--- src/rtl/tlb_ptw_arbiter_pkg.sv ---
// Shared types for the ITLB/DTLB page-table-walker arbiter.
// Contents:
//   VPN_W/PPN_W/PTE_W/LEVEL_W  walk request and PTE field widths
//   ptw_arb_state_t            arbiter FSM states (IDLE, ISSUE, WAIT)
//   ptw_owner_t                which TLB owns the walk in flight
//   ptw_walk_req_t             latched walk request (vpn, prv, store, fetch)
//   pte_t                      packed PTE layout (ppn, rfs, d, a, g, u, x, w, r, v)
//   owner_of_grant             maps a one-hot 2-bit grant onto an owner
package tlb_ptw_arbiter_pkg;

    localparam int VPN_W   = 27;
    localparam int PPN_W   = 20;
    localparam int PTE_W   = 30;
    localparam int LEVEL_W = 2;

    typedef enum logic [1:0] {
        IDLE  = 2'd0,
        ISSUE = 2'd1,
        WAIT  = 2'd2
    } ptw_arb_state_t;

    typedef enum logic {
        OWNER_ITLB = 1'b0,
        OWNER_DTLB = 1'b1
    } ptw_owner_t;

    typedef struct packed {
        logic [VPN_W-1:0] vpn;
        logic [1:0]       prv;
        logic             store;
        logic             fetch;
    } ptw_walk_req_t;

    typedef struct packed {
        logic [PPN_W-1:0] ppn;
        logic [1:0]       rfs;
        logic             d;
        logic             a;
        logic             g;
        logic             u;
        logic             x;
        logic             w;
        logic             r;
        logic             v;
    } pte_t;

    // Grant bit 0 is the ITLB, bit 1 the DTLB.
    function automatic ptw_owner_t owner_of_grant(input logic [1:0] gnt);
        return gnt[0] ? OWNER_ITLB : OWNER_DTLB;
    endfunction

endpackage

--- src/rtl/tlb_ptw_arbiter_if.sv ---
// Bundle of every TLB-side and PTW-side signal of the walker arbiter.
// Modports:
//   slave  - the arbiter: takes TLB miss requests and PTW responses,
//            drives the PTW request, per-TLB responses, invalidates, PMU pulses
//   master - the environment (both TLBs plus the PTW)
interface tlb_ptw_arbiter_if;
    import tlb_ptw_arbiter_pkg::*;

    // ITLB miss request
    logic               itlb_req_i_valid;
    logic [VPN_W-1:0]   itlb_req_i_vpn;
    logic [1:0]         itlb_req_i_prv;
    logic               itlb_req_ready_o;
    // DTLB miss request
    logic               dtlb_req_i_valid;
    logic [VPN_W-1:0]   dtlb_req_i_vpn;
    logic [1:0]         dtlb_req_i_prv;
    logic               dtlb_req_i_store;
    logic               dtlb_req_ready_o;
    // Walk request to the PTW
    logic               ptw_req_o_valid;
    logic [VPN_W-1:0]   ptw_req_o_addr;
    logic [1:0]         ptw_req_o_prv;
    logic               ptw_req_o_store;
    logic               ptw_req_o_fetch;
    logic               ptw_req_ready_i;
    // Walk response from the PTW
    logic               ptw_resp_i_valid;
    logic               ptw_resp_i_error;
    logic [PTE_W-1:0]   ptw_resp_i_pte;
    logic [LEVEL_W-1:0] ptw_resp_i_level;
    logic               ptw_invalidate_i;
    // Responses back to the TLBs
    logic               itlb_resp_o_valid;
    logic               dtlb_resp_o_valid;
    logic               itlb_resp_o_replay;
    logic               dtlb_resp_o_replay;
    logic               resp_o_error;
    logic [PTE_W-1:0]   resp_o_pte;
    logic [LEVEL_W-1:0] resp_o_level;
    logic               itlb_invalidate_o;
    logic               dtlb_invalidate_o;
    // Performance counters
    logic               pmu_ptw_walk_o;
    logic               pmu_ptw_stale_o;

    modport slave (
        input  itlb_req_i_valid, itlb_req_i_vpn, itlb_req_i_prv,
        input  dtlb_req_i_valid, dtlb_req_i_vpn, dtlb_req_i_prv, dtlb_req_i_store,
        input  ptw_req_ready_i,
        input  ptw_resp_i_valid, ptw_resp_i_error, ptw_resp_i_pte, ptw_resp_i_level,
        input  ptw_invalidate_i,
        output itlb_req_ready_o, dtlb_req_ready_o,
        output ptw_req_o_valid, ptw_req_o_addr, ptw_req_o_prv, ptw_req_o_store, ptw_req_o_fetch,
        output itlb_resp_o_valid, dtlb_resp_o_valid, itlb_resp_o_replay, dtlb_resp_o_replay,
        output resp_o_error, resp_o_pte, resp_o_level,
        output itlb_invalidate_o, dtlb_invalidate_o,
        output pmu_ptw_walk_o, pmu_ptw_stale_o
    );

    modport master (
        output itlb_req_i_valid, itlb_req_i_vpn, itlb_req_i_prv,
        output dtlb_req_i_valid, dtlb_req_i_vpn, dtlb_req_i_prv, dtlb_req_i_store,
        output ptw_req_ready_i,
        output ptw_resp_i_valid, ptw_resp_i_error, ptw_resp_i_pte, ptw_resp_i_level,
        output ptw_invalidate_i,
        input  itlb_req_ready_o, dtlb_req_ready_o,
        input  ptw_req_o_valid, ptw_req_o_addr, ptw_req_o_prv, ptw_req_o_store, ptw_req_o_fetch,
        input  itlb_resp_o_valid, dtlb_resp_o_valid, itlb_resp_o_replay, dtlb_resp_o_replay,
        input  resp_o_error, resp_o_pte, resp_o_level,
        input  itlb_invalidate_o, dtlb_invalidate_o,
        input  pmu_ptw_walk_o, pmu_ptw_stale_o
    );

endinterface

--- src/rtl/tlb_ptw_arbiter_rr_arbiter2.sv ---
// Two-input round-robin grant.
// Ports:
//   clk, srst  clock and synchronous active-high reset
//   req[1:0]   request vector (bit 0 = ITLB, bit 1 = DTLB)
//   update     a grant was taken this cycle; remember its winner
//   gnt[1:0]   one-hot grant, zero when nothing requests
// On a tie the side that did not win last time gets the grant. Reset makes
// the DTLB the last winner so the ITLB wins the first tie.
module rr_arbiter2
    import tlb_ptw_arbiter_pkg::*;
(
    input  logic       clk,
    input  logic       srst,
    input  logic [1:0] req,
    input  logic       update,
    output logic [1:0] gnt
);

    ptw_owner_t rr_last_reg, rr_last_next;

    always_comb begin
        gnt = 2'b00;
        case (req)
            2'b01:   gnt = 2'b01;
            2'b10:   gnt = 2'b10;
            2'b11:   gnt = (rr_last_reg == OWNER_DTLB) ? 2'b01 : 2'b10;
            default: gnt = 2'b00;
        endcase
    end

    always_comb begin
        rr_last_next = rr_last_reg;
        if (update && (gnt != 2'b00)) begin
            rr_last_next = owner_of_grant(gnt);
        end
    end

    always_ff @(posedge clk) begin
        if (srst) begin
            rr_last_reg <= OWNER_DTLB;
        end else begin
            rr_last_reg <= rr_last_next;
        end
    end

endmodule

--- src/rtl/tlb_ptw_arbiter.sv ---
// Shares one page-table walker between the ITLB and the DTLB.
// Ports:
//   clk_i  clock
//   rst_i  synchronous active-high reset (walker is reset alongside)
//   bus    tlb_ptw_arbiter_if.slave: TLB miss requests/readies, PTW request
//          and response, per-TLB response/replay, invalidate fan-out, PMU pulses
// One walk is in flight at a time: IDLE accepts a round-robin winner,
// ISSUE presents it to the PTW, WAIT routes the response to the owner only.
// An invalidate seen while a walk is in flight makes that walk stale: the
// owner then gets replay instead of a fill.
module tlb_ptw_arbiter
    import tlb_ptw_arbiter_pkg::*;
(
    input  logic              clk_i,
    input  logic              rst_i,
    tlb_ptw_arbiter_if.slave  bus
);

    ptw_arb_state_t state_reg, state_next;
    ptw_owner_t     owner_reg, owner_next;
    ptw_walk_req_t  req_reg,   req_next;
    logic           stale_reg, stale_next;

    logic [1:0] tlb_valid;
    logic [1:0] gnt;
    logic [1:0] ready_vec;
    logic [1:0] resp_valid_vec;
    logic [1:0] resp_replay_vec;
    logic       is_idle;
    logic       accept;
    logic       resp_fire;
    logic       stale_eff;
    pte_t       pte_in;

    assign tlb_valid = {bus.dtlb_req_i_valid, bus.itlb_req_i_valid};
    assign is_idle   = (state_reg == IDLE);
    // gnt is only non-zero when someone requests, so a grant in IDLE is a handshake.
    assign accept    = is_idle && (gnt != 2'b00);
    // Responses outside WAIT are protocol violations and are dropped here.
    assign resp_fire = (state_reg == WAIT) && bus.ptw_resp_i_valid;
    // An invalidate arriving with the response still spoils that response.
    assign stale_eff = stale_reg | bus.ptw_invalidate_i;
    assign pte_in    = pte_t'(bus.ptw_resp_i_pte);

    rr_arbiter2 u_rr (
        .clk    (clk_i),
        .srst   (rst_i),
        .req    (tlb_valid),
        .update (accept),
        .gnt    (gnt)
    );

    genvar gi;
    generate
        for (gi = 0; gi < 2; gi++) begin : g_tlb
            logic owns;
            assign owns                = ((owner_reg == OWNER_DTLB) == (gi == 1));
            assign ready_vec[gi]       = is_idle & gnt[gi];
            assign resp_valid_vec[gi]  = resp_fire & owns & ~stale_eff;
            assign resp_replay_vec[gi] = resp_fire & owns & stale_eff;
        end
    endgenerate

    always_comb begin
        state_next = state_reg;
        owner_next = owner_reg;
        req_next   = req_reg;
        stale_next = stale_reg;
        case (state_reg)
            IDLE: begin
                if (accept) begin
                    owner_next     = owner_of_grant(gnt);
                    req_next.vpn   = gnt[0] ? bus.itlb_req_i_vpn : bus.dtlb_req_i_vpn;
                    req_next.prv   = gnt[0] ? bus.itlb_req_i_prv : bus.dtlb_req_i_prv;
                    req_next.store = gnt[0] ? 1'b0 : bus.dtlb_req_i_store;
                    req_next.fetch = gnt[0];
                    stale_next     = 1'b0;
                    state_next     = ISSUE;
                end
            end
            ISSUE: begin
                if (bus.ptw_invalidate_i) begin
                    stale_next = 1'b1;
                end
                if (bus.ptw_req_ready_i) begin
                    state_next = WAIT;
                end
            end
            WAIT: begin
                if (bus.ptw_resp_i_valid) begin
                    stale_next = 1'b0;
                    state_next = IDLE;
                end else if (bus.ptw_invalidate_i) begin
                    stale_next = 1'b1;
                end
            end
            default: begin
                state_next = IDLE;
            end
        endcase
    end

    always_ff @(posedge clk_i) begin
        if (rst_i) begin
            state_reg <= IDLE;
            owner_reg <= OWNER_ITLB;
            req_reg   <= '0;
            stale_reg <= 1'b0;
        end else begin
            state_reg <= state_next;
            owner_reg <= owner_next;
            req_reg   <= req_next;
            stale_reg <= stale_next;
        end
    end

    assign bus.itlb_req_ready_o   = ready_vec[0];
    assign bus.dtlb_req_ready_o   = ready_vec[1];

    assign bus.ptw_req_o_valid    = (state_reg == ISSUE);
    assign bus.ptw_req_o_addr     = req_reg.vpn;
    assign bus.ptw_req_o_prv      = req_reg.prv;
    assign bus.ptw_req_o_store    = req_reg.store;
    assign bus.ptw_req_o_fetch    = req_reg.fetch;

    assign bus.itlb_resp_o_valid  = resp_valid_vec[0];
    assign bus.dtlb_resp_o_valid  = resp_valid_vec[1];
    assign bus.itlb_resp_o_replay = resp_replay_vec[0];
    assign bus.dtlb_resp_o_replay = resp_replay_vec[1];
    assign bus.resp_o_error       = resp_fire & bus.ptw_resp_i_error;
    assign bus.resp_o_pte         = resp_fire ? pte_in : '0;
    assign bus.resp_o_level       = resp_fire ? bus.ptw_resp_i_level : '0;

    assign bus.itlb_invalidate_o  = bus.ptw_invalidate_i;
    assign bus.dtlb_invalidate_o  = bus.ptw_invalidate_i;

    assign bus.pmu_ptw_walk_o     = accept;
    assign bus.pmu_ptw_stale_o    = resp_fire & stale_eff;

endmodule

--- src/flat_wrapper.sv ---
// flat-port wrapper written by rule: the top's interface ports become plain ports
module tlb_ptw_arbiter_flat import tlb_ptw_arbiter_pkg::*;
  (clk_i, rst_i, bus_itlb_req_i_valid, bus_itlb_req_i_vpn, bus_itlb_req_i_prv, bus_dtlb_req_i_valid, bus_dtlb_req_i_vpn, bus_dtlb_req_i_prv, bus_dtlb_req_i_store, bus_ptw_req_ready_i, bus_ptw_resp_i_valid, bus_ptw_resp_i_error, bus_ptw_resp_i_pte, bus_ptw_resp_i_level, bus_ptw_invalidate_i, bus_itlb_req_ready_o, bus_dtlb_req_ready_o, bus_ptw_req_o_valid, bus_ptw_req_o_addr, bus_ptw_req_o_prv, bus_ptw_req_o_store, bus_ptw_req_o_fetch, bus_itlb_resp_o_valid, bus_dtlb_resp_o_valid, bus_itlb_resp_o_replay, bus_dtlb_resp_o_replay, bus_resp_o_error, bus_resp_o_pte, bus_resp_o_level, bus_itlb_invalidate_o, bus_dtlb_invalidate_o, bus_pmu_ptw_walk_o, bus_pmu_ptw_stale_o);
  tlb_ptw_arbiter_if bus_i ();
  input  logic clk_i;
  input  logic rst_i;
  input wire logic [$bits(bus_i.itlb_req_i_valid)-1:0] bus_itlb_req_i_valid;
  input wire logic [$bits(bus_i.itlb_req_i_vpn)-1:0] bus_itlb_req_i_vpn;
  input wire logic [$bits(bus_i.itlb_req_i_prv)-1:0] bus_itlb_req_i_prv;
  input wire logic [$bits(bus_i.dtlb_req_i_valid)-1:0] bus_dtlb_req_i_valid;
  input wire logic [$bits(bus_i.dtlb_req_i_vpn)-1:0] bus_dtlb_req_i_vpn;
  input wire logic [$bits(bus_i.dtlb_req_i_prv)-1:0] bus_dtlb_req_i_prv;
  input wire logic [$bits(bus_i.dtlb_req_i_store)-1:0] bus_dtlb_req_i_store;
  input wire logic [$bits(bus_i.ptw_req_ready_i)-1:0] bus_ptw_req_ready_i;
  input wire logic [$bits(bus_i.ptw_resp_i_valid)-1:0] bus_ptw_resp_i_valid;
  input wire logic [$bits(bus_i.ptw_resp_i_error)-1:0] bus_ptw_resp_i_error;
  input wire logic [$bits(bus_i.ptw_resp_i_pte)-1:0] bus_ptw_resp_i_pte;
  input wire logic [$bits(bus_i.ptw_resp_i_level)-1:0] bus_ptw_resp_i_level;
  input wire logic [$bits(bus_i.ptw_invalidate_i)-1:0] bus_ptw_invalidate_i;
  output wire logic [$bits(bus_i.itlb_req_ready_o)-1:0] bus_itlb_req_ready_o;
  output wire logic [$bits(bus_i.dtlb_req_ready_o)-1:0] bus_dtlb_req_ready_o;
  output wire logic [$bits(bus_i.ptw_req_o_valid)-1:0] bus_ptw_req_o_valid;
  output wire logic [$bits(bus_i.ptw_req_o_addr)-1:0] bus_ptw_req_o_addr;
  output wire logic [$bits(bus_i.ptw_req_o_prv)-1:0] bus_ptw_req_o_prv;
  output wire logic [$bits(bus_i.ptw_req_o_store)-1:0] bus_ptw_req_o_store;
  output wire logic [$bits(bus_i.ptw_req_o_fetch)-1:0] bus_ptw_req_o_fetch;
  output wire logic [$bits(bus_i.itlb_resp_o_valid)-1:0] bus_itlb_resp_o_valid;
  output wire logic [$bits(bus_i.dtlb_resp_o_valid)-1:0] bus_dtlb_resp_o_valid;
  output wire logic [$bits(bus_i.itlb_resp_o_replay)-1:0] bus_itlb_resp_o_replay;
  output wire logic [$bits(bus_i.dtlb_resp_o_replay)-1:0] bus_dtlb_resp_o_replay;
  output wire logic [$bits(bus_i.resp_o_error)-1:0] bus_resp_o_error;
  output wire logic [$bits(bus_i.resp_o_pte)-1:0] bus_resp_o_pte;
  output wire logic [$bits(bus_i.resp_o_level)-1:0] bus_resp_o_level;
  output wire logic [$bits(bus_i.itlb_invalidate_o)-1:0] bus_itlb_invalidate_o;
  output wire logic [$bits(bus_i.dtlb_invalidate_o)-1:0] bus_dtlb_invalidate_o;
  output wire logic [$bits(bus_i.pmu_ptw_walk_o)-1:0] bus_pmu_ptw_walk_o;
  output wire logic [$bits(bus_i.pmu_ptw_stale_o)-1:0] bus_pmu_ptw_stale_o;
  assign bus_i.itlb_req_i_valid = bus_itlb_req_i_valid;
  assign bus_i.itlb_req_i_vpn = bus_itlb_req_i_vpn;
  assign bus_i.itlb_req_i_prv = bus_itlb_req_i_prv;
  assign bus_i.dtlb_req_i_valid = bus_dtlb_req_i_valid;
  assign bus_i.dtlb_req_i_vpn = bus_dtlb_req_i_vpn;
  assign bus_i.dtlb_req_i_prv = bus_dtlb_req_i_prv;
  assign bus_i.dtlb_req_i_store = bus_dtlb_req_i_store;
  assign bus_i.ptw_req_ready_i = bus_ptw_req_ready_i;
  assign bus_i.ptw_resp_i_valid = bus_ptw_resp_i_valid;
  assign bus_i.ptw_resp_i_error = bus_ptw_resp_i_error;
  assign bus_i.ptw_resp_i_pte = bus_ptw_resp_i_pte;
  assign bus_i.ptw_resp_i_level = bus_ptw_resp_i_level;
  assign bus_i.ptw_invalidate_i = bus_ptw_invalidate_i;
  assign bus_itlb_req_ready_o = bus_i.itlb_req_ready_o;
  assign bus_dtlb_req_ready_o = bus_i.dtlb_req_ready_o;
  assign bus_ptw_req_o_valid = bus_i.ptw_req_o_valid;
  assign bus_ptw_req_o_addr = bus_i.ptw_req_o_addr;
  assign bus_ptw_req_o_prv = bus_i.ptw_req_o_prv;
  assign bus_ptw_req_o_store = bus_i.ptw_req_o_store;
  assign bus_ptw_req_o_fetch = bus_i.ptw_req_o_fetch;
  assign bus_itlb_resp_o_valid = bus_i.itlb_resp_o_valid;
  assign bus_dtlb_resp_o_valid = bus_i.dtlb_resp_o_valid;
  assign bus_itlb_resp_o_replay = bus_i.itlb_resp_o_replay;
  assign bus_dtlb_resp_o_replay = bus_i.dtlb_resp_o_replay;
  assign bus_resp_o_error = bus_i.resp_o_error;
  assign bus_resp_o_pte = bus_i.resp_o_pte;
  assign bus_resp_o_level = bus_i.resp_o_level;
  assign bus_itlb_invalidate_o = bus_i.itlb_invalidate_o;
  assign bus_dtlb_invalidate_o = bus_i.dtlb_invalidate_o;
  assign bus_pmu_ptw_walk_o = bus_i.pmu_ptw_walk_o;
  assign bus_pmu_ptw_stale_o = bus_i.pmu_ptw_stale_o;
  tlb_ptw_arbiter u_core (.clk_i(clk_i), .rst_i(rst_i), .bus(bus_i));
endmodule
--- config.mk ---
export PLATFORM = sky130hd
export DESIGN_NAME = tlb_ptw_arbiter_flat
export DESIGN_NICKNAME = d
export VERILOG_FILES = /design/src/rtl/tlb_ptw_arbiter_pkg.sv /design/src/rtl/tlb_ptw_arbiter_if.sv /design/src/rtl/tlb_ptw_arbiter_rr_arbiter2.sv /design/src/rtl/tlb_ptw_arbiter.sv /design/src/flat_wrapper.sv
export SDC_FILE = /design/constraint.sdc
export NUM_CORES = 1
export LEC_CHECK = 0
export ABC_AREA = 0
export CAP_MARGIN = 10
export CORE_UTILIZATION = 37
export DETAILED_ROUTE_END_ITERATION = 10
export PLACE_DENSITY = 0.86
export SYNTH_ARGS = -nofsm -noshare
export SYNTH_HDL_FRONTEND = slang
export SYNTH_HIERARCHICAL = 1
export SYNTH_SLANG_ARGS = --single-unit
--- constraint.sdc ---
create_clock -name clk_i -period 3.3 [get_ports clk_i]
set_clock_uncertainty 0.05 [all_clocks]
set_input_delay 0.66 -clock clk_i [delete_from_list [all_inputs] [get_ports clk_i]]
set_output_delay 0.66 -clock clk_i [all_outputs]
set_load 0.05 [all_outputs]
* Word level (Yosys, flattened, before mapping)
Cells that the tools add are included.
** Word-level totals
- Bits of input ports :: 99
- Register bits after elaboration :: 36
- Output and inout port bits :: 75
- Logic and storage cells :: 54
** Operators by class
- Eq/ne operators :: 8
- Bitwise gates (word level) :: 13
- Multiplexer cells :: 16
- Reductions and logical operators :: 9
** Operators by type and width (number)
- 30-bit 2-to-1 mux :: 1
- 27-bit 2-to-1 mux :: 1
- 2-bit 2-to-1 mux :: 6
- 2-bit case mux with 3 select lines :: 2
- 1-bit bitwise AND :: 10
- 2-bit == test (second input constant) :: 3
- 2-bit != test (second input constant) :: 3
- 1-bit 2-to-1 mux :: 5
- 2-bit by 1-bit == test with 1-bit output (second input constant) :: 2
- 2-bit AND reduction :: 2
- 1-bit logical AND :: 3
- 1-bit case mux with 3 select lines :: 1
- 3-bit AND reduction :: 1
- 3-bit nonzero test :: 1
- 2-bit logical NOT :: 1
- 1-bit inverter :: 2
- 2-bit nonzero test :: 1
- 1-bit OR :: 1

* Longest topological paths before layout
Gate-level depths: netlist (run 1).
- Depth after elaboration :: 6
- Depth in mapped cells :: 8
- Depth with buffers taken out :: 6

* By module
The synthesis (run 1) kept the hierarchy.
** By module, submodules not included
- tlb_ptw_arbiter :: instances 1, cells each 267, sequential area each 700.7 um2, area an instance 2238.4 um2
- rr_arbiter2 :: instances 1, cells each 7, sequential area each 20.0 um2, area an instance 61.3 um2

* Worst setup path before layout (run 1)
OpenSTA, ideal clock, no wires.
- Path kind :: reg-to-output
- From :: register u_core.state_reg[0]
- To :: output bus_dtlb_resp_o_valid
- Data required time :: 2.590 ns
- Path buffers :: 0
- Setup slack :: 0.188 ns
- Stages on the path, launching flop included :: 5
- Data arrival time :: 2.402 ns
- Path through :: dfxtp_1 > inv_1 > ha_1 > nand2_1 > nor4b_1
** On the way
- Longest elaborated chain between the ends :: 4
** RTL lines
- from (decl) :: line tlb_ptw_arbiter.sv:19 : ptw_arb_state_t state_reg, state_next;
- from (signal assigned) :: line tlb_ptw_arbiter.sv:110 : state_reg <= state_next;
- 2-bit == test :: line tlb_ptw_arbiter.sv:40 : assign resp_fire = (state_reg == WAIT) && bus.ptw_resp_i_valid;
- 1-bit logical AND :: line tlb_ptw_arbiter.sv:40
- 1-bit bitwise AND (2 in a row) :: line tlb_ptw_arbiter.sv:59 : assign resp_valid_vec[gi] = resp_fire & owns & ~stale_eff;
- to (decl) :: line flat_wrapper.sv:28 : output wire logic [$bits(bus_i.dtlb_resp_o_valid)-1:0] bus_dtlb_resp_o_valid;
Every way passes these cells.

* Final worst setup path (run 1)
- From :: input bus_itlb_req_i_valid
- To :: output bus_itlb_req_ready_o
** On the way
- Longest elaborated chain between the ends :: 3
- Elaborated cells on any way between the ends :: 5
- Classes of those cells :: eq/ne: 3; mux: 1; bitwise: 1
** RTL lines
- from (decl) :: line flat_wrapper.sv:7 : input wire logic [$bits(bus_i.itlb_req_i_valid)-1:0] bus_itlb_req_i_valid;
- 2-bit == test / 2-bit by 1-bit == test with 1-bit output (equally long branches) :: line tlb_ptw_arbiter_rr_arbiter2.sv:23 : case (req)
- 2-bit case mux with 3 select lines * :: line tlb_ptw_arbiter_rr_arbiter2.sv:23
- net u_core.gnt[0] :: line tlb_ptw_arbiter.sv:25 : logic [1:0] gnt;
- 1-bit bitwise AND * :: line tlb_ptw_arbiter.sv:58 : assign ready_vec[gi] = is_idle & gnt[gi];
- to (decl) :: line flat_wrapper.sv:20 : output wire logic [$bits(bus_i.itlb_req_ready_o)-1:0] bus_itlb_req_ready_o;
Mark *: on every way through the listed nets, which the timed path passes. The rest lies on a longest branch.

==> results of run 1 <==
[logic make-up (layout without fill, tap and decap cells)]
group / Yosys count / in the layout / synth area share (%)
mux: 1 / 1 / 0.435
flops: 36 / 36 / 31.3
fa+ha+maj: 5 / 5 / 2.72
simple gates: 124 / 124 / 27.8
compound gates: 71 / 71 / 28.6
buf+inv: 37 / 197 / 9.09
[power breakdown]
part	total (mW)	switching, mW	internal [mW]
Sequential	0.683	0.0983	0.585
Clock	0.323	0.156	0.167
Combinational	2.26	1.39	0.870
Total	3.26	1.64	1.62
[layer usage]
layer	share of wire [%]	GRT usage [%]	up-vias
met2	53	46.6	83
li1	-	-	1296
met4	2.0	6.61	0
met3	6.2	5.62	16
met5	0	0	-
met1	39	27.7	1228
[worst max-delay path: stages]
cell and delay, ps:
clkdlybuf4s50_1 540, a21boi_2 330, nand2_2 250, inv_1 240, buf_12 160
[final cells by class]
type | count | area (µm²) | share of cell area, %
Multi-Input combinational cell | 201 | 1390 | 30.7
Sequential cell | 36 | 721 | 15.9
Inverter | 7 | 26.3 | 0.581
Tap cell | 75 | 93.8 | 2.07
Clock buffer | 6 | 82.6 | 1.82
Timing Repair Buffer | 182 | 2200 | 48.7
Clock inverter | 2 | 10.0 | 0.221
[cells in the final DEF, fill, tap and decap left out, types with 3 or more instances in the layout]
cell	count
o21ai_1	6
inv_1	7
nor2_1	62
o2bb2ai_1	17
buf_4	9
ha_1	4
clkbuf_8	6
and3_1	35
o21ai_0	6
a21oi_1	4
a2111oi_2	12
nand2b_1	3
clkdlybuf4s50_1	131
a211oi_1	8
buf_12	41
a211oi_2	10
nor3_1	3
dfxtp_1	36
nand3b_1	10
[through the flow]
step | hold WS (ps) | instances
after CTS | 455 | 509
after floorplan | 435 | 274
after global routing | 479 | 509
after detailed placement | 441 | 501
after global placement | 415 | 501
final | 455 | 509
[path summary, 6_finish.rpt]
check,start,end,slack (ps)
worst min register to register,u_core/bus.ptw_req_o_store$_SDFFE_PP0P_,u_core/bus.ptw_req_o_store$_SDFFE_PP0P_,460
worst max register to register,u_core/state_reg[1]$_SDFFE_PP0P_,u_core/u_rr/rr_last_reg$_SDFFE_PP1P_,1220
worst min-delay path,u_core/bus.ptw_req_o_store$_SDFFE_PP0P_,u_core/bus.ptw_req_o_store$_SDFFE_PP0P_,460
worst max-delay path,bus_itlb_req_i_valid,bus_itlb_req_ready_o,400
==> results.md, run 1 <==
* CTS Sinks at 36
* 1st-pass router iterations at 4
* Cells after Synth at 274
* Post-CTS Hold Buffers at 0
* Syn Area/Cell at 8.39 µm²
* F_max at 345 MHz
* Post-synthesis cell area at 2300 µm²
* Number of synthesized flops with an enable pin at 0
* Worst Hold Path Cells at 2
* Effective utilization at floorplan at 38.6%
* Worst reg2reg path depth at 6
* Slew margin rel. at 38.2%
* Placed cell areas at 4430 µm²
* CP required at 2590 ps
* Period utilization at 87.7%
* Nets@finish at 537
* # IOs at 174
* Max reg flops at 27
* Startpoint Class: input port
* Worst EP arrival at 2190 ps
* Cell accounting for the most synthesized area: dfxtp_1
* Min setup slack post-route at 405 ps
* RSZ-0062 raised after global routing: false
* Largest fanout on the critical path at 13
* Wirelength per Cell at 16.4 µm
* Crit path kind: in -> out
* Number of synthesized register bits at 36
* Placement Rows at 28
* H-tree Lvls at 2
* Layout area overhead at 96.8%
* Clk pin slew, worst setup/hold paths at 70 ps
* Design Area, Final at 4530 µm²
* Die X-Extent at 80.8 µm
* GPL Wtd Cong at 0.763
* Max-cap violations at 0
* Tmin final at 2900 ps
* I/O Buffers at 173
* Gr ovfl total at 0
* WL final at 8330 µm
* Crit. End Element: output port
* Hold crit path type: reg -> reg
* Detailed-route DRC error count at 0
* # Post-CTS Setup Buffers at 0
* Core area at 5960 µm²
* Endpoints failing hold at 0
* Setup violators final at 0
* Final ANT Viol Nets at 0
* Post-synthesis sequential area ratio at 31.3%
* Post-CTS sizing at 0
* Number of diodes at 0
* Number of fill cells at 435
* Share of layout cells above drive strength 1 at 20.3%
* Slew Limit Fails at 0
* Max VDD drop at 0.000625 V
* Warnings from Yosys at 6
* Top post-synthesis cells by count: nor2_1, dfxtp_1, and3_1, o2bb2ai_1, a2111oi_2
* Top-count cell post-synth: nor2_1
* Top cells by area, synth: dfxtp_1, nor2_1, and3_1
* Hpwl dp at 6500 µm
* Setup TNS Final at 0 ps
* Area share of the largest cell type after synthesis at 31.3%
* Most used DFF post-synth: dfxtp_1
* Status: complete, no violations
* Syn Nets at 378
* TritonCTS clock tree: built
* Core Util, Final at 76.0%
* Slew @ Worst Pin at 926 ps
* LEAKAGE at 1.83 nW
* Largest net degree at the start of global routing at 39
* First DRT Iteration DRCs at 91
* Skew-Pair Late Insertion Delay at 280 ps
* First-pass GRT wire length at 12500 µm
* Die area at 6530 µm²
* Num CTS Buffers at 5
* Pwr per Cell Area at 721 nW/µm²
* Place WS at 431 ps
* Clock root buffer: clkbuf_8
* DR vias/cell at 5.15
* Synth cell types at 36
* Antenna violations before repair at 0
* Gr usage total at 24.8%
* Max Root-Sink Buffers at 2
* Die Span Y at 80.8 µm
* Vias in the first global route at 2583
* Vias at 2623
* FFs w/ async S/R, synth at 0%
* Pwr Total at 3.26 mW
No activity file was read; power rests on OpenSTA's default activity.
==> inputs of run 2 (changes only) <==
--- a/config.mk
+++ b/config.mk
@@ -8,6 +8,7 @@
 export ABC_AREA = 0
 export CAP_MARGIN = 10
 export CORE_UTILIZATION = 37
+export CTS_CLUSTER_SIZE = 12
 export DETAILED_ROUTE_END_ITERATION = 10
 export PLACE_DENSITY = 0.86
 export SYNTH_ARGS = -nofsm -noshare
==> results of run 2 <==
Same layout as run 1: the final DEF is identical, and so are final timing and power.
